**config.mk**
```make
export PLATFORM = sky130hd
export DESIGN_NAME = load_align_unit
export DESIGN_NICKNAME = d
export VERILOG_FILES = /design/src/rtl/load_align_unit.sv
export SDC_FILE = /design/constraint.sdc
export NUM_CORES = 1
export LEC_CHECK = 0
export BUFFER_PORTS_ARGS = -buffer_cell sky130_fd_sc_hd__clkbuf_2
export CORE_MARGIN = 4
export CORE_UTILIZATION = 53
export CTS_CLUSTER_SIZE = 40
export DETAILED_ROUTE_END_ITERATION = 12
export PLACE_DENSITY = 0.85
export REMOVE_ABC_BUFFERS = 1
export SETUP_SLACK_MARGIN = 0.05
export SKIP_CTS_REPAIR_TIMING = 1
export SLEW_MARGIN = 30
export SYNTH_ARGS = -nofsm -noshare
export SYNTH_HDL_FRONTEND = slang
export SYNTH_SLANG_ARGS = --single-unit
```
**constraint.sdc**
```tcl
create_clock -name clk -period 3.9 [get_ports clk]
set_clock_uncertainty 0.2 [all_clocks]
set_input_delay 0.195 -clock clk [delete_from_list [all_inputs] [get_ports clk]]
set_output_delay 0.195 -clock clk [all_outputs]
set_load 0.005 [all_outputs]
```
**src/rtl/load_align_unit.sv**
```systemverilog
// load_align_unit
//   Multicycle data-memory load path. Accepts one load request, issues a
//   single word read, waits for the memory latency, then returns the
//   selected byte/halfword/word right-aligned and sign- or zero-extended.
//   Byte lanes are little-endian: byte k of a word is bits [8k+7:8k].
//
// Ports
//   clk        in   clock, rising edge
//   reset_n    in   asynchronous active-low reset
//   start      in   request strobe, sampled only while idle
//   funct[2:0] in   000 LB, 001 LH, 010 LW, 100 LBU, 101 LHU (others illegal)
//   addr[31:0] in   byte address of the load
//   busy       out  high whenever a request is in progress
//   done       out  one-cycle completion pulse
//   err        out  qualified by done: misaligned address or illegal funct
//   data_out   out  extended load result, held until the next good load
//   mem_addr   out  word address of the read, qualified by mem_rd
//   mem_rd     out  one-cycle memory read strobe
//   mem_rdata  in   memory read data, valid MEM_LATENCY cycles after mem_rd
module load_align_unit #(
  parameter int MEM_LATENCY = 1
) (
  input  logic        clk,
  input  logic        reset_n,
  input  logic        start,
  input  logic [2:0]  funct,
  input  logic [31:0] addr,
  output logic        busy,
  output logic        done,
  output logic        err,
  output logic [31:0] data_out,
  output logic [31:0] mem_addr,
  output logic        mem_rd,
  input  logic [31:0] mem_rdata
);

  localparam logic [2:0] F_LB  = 3'b000;
  localparam logic [2:0] F_LH  = 3'b001;
  localparam logic [2:0] F_LW  = 3'b010;
  localparam logic [2:0] F_LBU = 3'b100;
  localparam logic [2:0] F_LHU = 3'b101;

  // WAIT exits when the counter reads 1, so loading LATENCY-1 in REQ puts
  // CAPTURE exactly MEM_LATENCY cycles after the REQ cycle.
  localparam logic [2:0] CNT_INIT = 3'(MEM_LATENCY - 1);

  typedef enum logic [2:0] {
    S_IDLE,
    S_REQ,
    S_WAIT,
    S_CAPTURE,
    S_DONE
  } state_t;

  state_t      state;
  state_t      state_nxt;
  logic [2:0]  funct_q;
  logic [1:0]  off_q;
  logic        err_q;
  logic [2:0]  cnt_q;
  logic [31:0] data_q;
  logic [31:0] mem_addr_q;
  logic        bad_req;

  // Illegal opcode or an address not aligned to the access size.
  function automatic logic req_bad(input logic [2:0] f, input logic [1:0] o);
    logic bad;
    case (f)
      F_LB, F_LBU: bad = 1'b0;
      F_LH, F_LHU: bad = o[0];
      F_LW:        bad = (o != 2'b00);
      default:     bad = 1'b1;
    endcase
    return bad;
  endfunction

  // Select the addressed lane(s) and extend to 32 bits.
  function automatic logic [31:0] align_extend(input logic [2:0]  f,
                                               input logic [1:0]  o,
                                               input logic [31:0] word);
    logic [7:0]  b;
    logic [15:0] h;
    logic [31:0] r;
    case (o)
      2'd0:    b = word[7:0];
      2'd1:    b = word[15:8];
      2'd2:    b = word[23:16];
      default: b = word[31:24];
    endcase
    h = o[1] ? word[31:16] : word[15:0];
    case (f)
      F_LB:    r = {{24{b[7]}}, b};
      F_LBU:   r = {24'd0, b};
      F_LH:    r = {{16{h[15]}}, h};
      F_LHU:   r = {16'd0, h};
      default: r = word;
    endcase
    return r;
  endfunction

  assign bad_req = req_bad(funct, addr[1:0]);

  always_comb begin
    state_nxt = state;
    case (state)
      S_IDLE:    if (start) state_nxt = bad_req ? S_DONE : S_REQ;
      S_REQ:     state_nxt = (MEM_LATENCY == 1) ? S_CAPTURE : S_WAIT;
      S_WAIT:    if (cnt_q == 3'd1) state_nxt = S_CAPTURE;
      S_CAPTURE: state_nxt = S_DONE;
      S_DONE:    state_nxt = S_IDLE;
      default:   state_nxt = S_IDLE;
    endcase
  end

  always_ff @(posedge clk or negedge reset_n) begin
    if (!reset_n) begin
      state      <= S_IDLE;
      funct_q    <= 3'd0;
      off_q      <= 2'd0;
      err_q      <= 1'b0;
      cnt_q      <= 3'd0;
      data_q     <= 32'd0;
      mem_addr_q <= 32'd0;
    end else begin
      state <= state_nxt;
      case (state)
        S_IDLE: begin
          if (start) begin
            funct_q <= funct;
            off_q   <= addr[1:0];
            err_q   <= bad_req;
            // Only a request that will reach REQ moves the memory address.
            if (!bad_req) mem_addr_q <= {addr[31:2], 2'b00};
          end
        end
        S_REQ:     cnt_q <= CNT_INIT;
        S_WAIT:    cnt_q <= cnt_q - 3'd1;
        S_CAPTURE: data_q <= align_extend(funct_q, off_q, mem_rdata);
        default: ;
      endcase
    end
  end

  // Decoded straight from the state register so reset clears them at once.
  assign busy     = (state != S_IDLE);
  assign done     = (state == S_DONE);
  assign err      = (state == S_DONE) && err_q;
  assign mem_rd   = (state == S_REQ);
  assign data_out = data_q;
  assign mem_addr = mem_addr_q;

endmodule

```
==> out/qor.txt <==
status - complete, no violations
Post-synth top flop - dfrtp_1
Reg2Reg Depth - 3
Final Core Density - 0.781
crit path launch type - register
io pins - 138
GP Congestion - 0.810
RR Startpoint - state[2]
deepest clock path buffer count - 2
Yosys top cell by area - dfrtp_1
Crit path required time - 3.89 ns
crit path DAT - 2.61 ns
Port Buffer Count - 135
Avg Cell Area, Syn - 11.3 sq um
Final ANT Viol Nets - 0
vias in the first global route - 2995
CP max-delay cell - nor4_2
setup_tns - 0 ns
CTS root buf - clkbuf_8
total die area - 0.00828 sq mm
die width - 91.0 um
asr flop ratio synth - 1.00
commonest cells in the synthesized netlist - 74 x dfrtp_1, 37 x a21oi_1, 30 x mux2_4
top cell type's share of synthesized area - 0.507
Netlist cell types - 40
max cap viols - 0
Final Cycle Share - 0.673
Core Region - 0.00653 sq mm
cell count along the critical path - 3
post-route insts no fill - 590
Design Area, Final - 0.00510 sq mm
final hold violations - 0
final setup vio count - 0
Yosys Warn Count - 0
minimum clock period - 2.62 ns
die span in y - 91.0 um
cell chain of the critical path - nand3b_1, nor4_2, a21oi_1
initial antenna violation count - 0
max incr delay on CP - 0.92 ns
H-tree depth - 3
placed cell area - 0.00432 sq mm
r2r setup slk - 1.28 ns
first-pass GRT wire length - 14400 um
clock sink count - 74
synth-to-layout area growth - 39.7%
DRC - 0
GRT Residual Overflow - 0
DR iter-0 viols - 159
Seq/Total Area, Yosys - 0.507
Critical Path Sink Type - register
Post-synth EDFFs - 0
hpwl dp - 6230 um
clock-pin slew on the worst setup and hold paths - 0.08 ns
Max Slew Vio Count - 0
final net count - 580
FF-to-FF End - data_out[9]
Skew-Pair Late Insertion Delay - 0.35 ns
via count - 3218
area of the mapped netlist - 0.00365 sq mm
Crit path max-delay family - simple AND/OR/NAND/NOR gates
final WL - 10400 um
Placed Instances - 513
largest cells by area after synthesis - dfrtp_1 51%, mux2_4 12%, mux2_2 5.5%, a21oi_1 5.1%, nand2_1 2.9%
Max IR drop VDD - 0.407 mV
Max Clock Freq - 381 MHz
Post-Syn Instances - 322
TritonCTS clock tree - built
Worst Max-Slew Pin Slew - 0.841 ns
largest net degree at the start of global routing - 75
GRT Util Overall - 0.216
unrepaired setup endpoints after global routing - false
Critical path origin - state[2]
Vias/cell - 5.45
Buf/Inv on CP - 0
cts bufs inserted - 9
worst hold slack - 0.0348 ns
Power Density - 700 mW/mm^2
Min-Delay Path Class - in2reg
Slew HR - 0.435
number of diodes - 0
flop and latch count out of synthesis - 74
Setup crit end - data_out[9]
count leader, synth - dfrtp_1
share of cells above drive strength 1 - 0.402
drt pass-1 iters - 4
per-cell routed wire length - 17.6 um
row count - 29
Starting Density - 0.559
Leak - 2.50 nW
crit path max fanout - 18
critical path class - reg2reg
[how the worst min path moves through the flow]
stage | start | cells after the start | endpoint | slack (ns)
4_1_cts | reset_n | 1 | data_out[20] | -0.21
3_3_place_gp | reset_n | 1 | data_out[20] | 0.16
6_report | mem_rdata[11] | 4 | data_out[11] | 0.03
3_5_place_dp | reset_n | 1 | data_out[20] | 0.19
5_1_grt | mem_rdata[11] | 4 | data_out[11] | 0.03
2_1_floorplan | reset_n | 0 | cnt_q[0] | -0.30
[worst reg2reg max path, cell delays in order, from the launching register on]
cell      delay [ns]
dfrtp_1         0.52
nand3b_1        0.68
nor4_2          0.93
a21oi_1         0.14
[cell families after synthesis]
group,count (synthesis),synth area share
muxes,54,0.195
AOI/OAI and AO/OA,70,0.112
and+or+nand+nor,91,0.134
buffers and inverters,29,0.0415
adders and majority gates,2,0.00685
xor gates and xnor gates,1,0.00240
DFF,74,0.507
other,1,0.00103
[per-stage QoR]
step                total power [mW]  worst slack (ns)
floorplan                       2.33              1.78
global placement                2.90              1.26
detailed placement              2.96              1.30
CTS                             3.50              1.28
global route                    3.84              1.10
finish                          3.57              1.28
[metal layers]
metal	up-vias	routed length, um	track usage
li1	1508	-	-
met2	162	5030	0.329
met3	28	788	0.0694
met4	0	319	0.0879
met1	1520	4270	0.287
met5	-	0	0
[sequential cells by signal, summed over array words and instances, names as in the netlist]
register and count:
err_q 1, mem_addr 30, state 3, funct_q 3, cnt_q 3, off_q 2
data_out 32
[layout make-up]
cell class / instances / area, sq um
Clock buffer: 10 / 128
Inverter: 6 / 22.5
Fill cell: 415 / 1430
Sequential cell: 74 / 1850
Clock inverter: 6 / 42.5
Timing Repair Buffer: 197 / 1300
Tap cell: 77 / 96.3
Multi-Input combinational cell: 220 / 1660
[power by group]
group | switching [mW] | total (mW) | internal [mW]
logic | 0.666 | 1.50 | 0.839
clock network | 0.294 | 0.526 | 0.232
registers | 0.393 | 1.54 | 1.15
[cell usage in the layout, fill, tap and decap left out, types with 7 or more instances in the layout]
cell,instances
mux2_4,30
a211oi_1,7
mux2_2,18
clkbuf_2,134
dfrtp_1,73
nor2_1,26
a21oi_1,37
nand2_1,28
o21ai_0,15
clkbuf_8,9
nand3b_1,9
dlygate4sd3_1,61
Power figures use the tool's default switching activity.
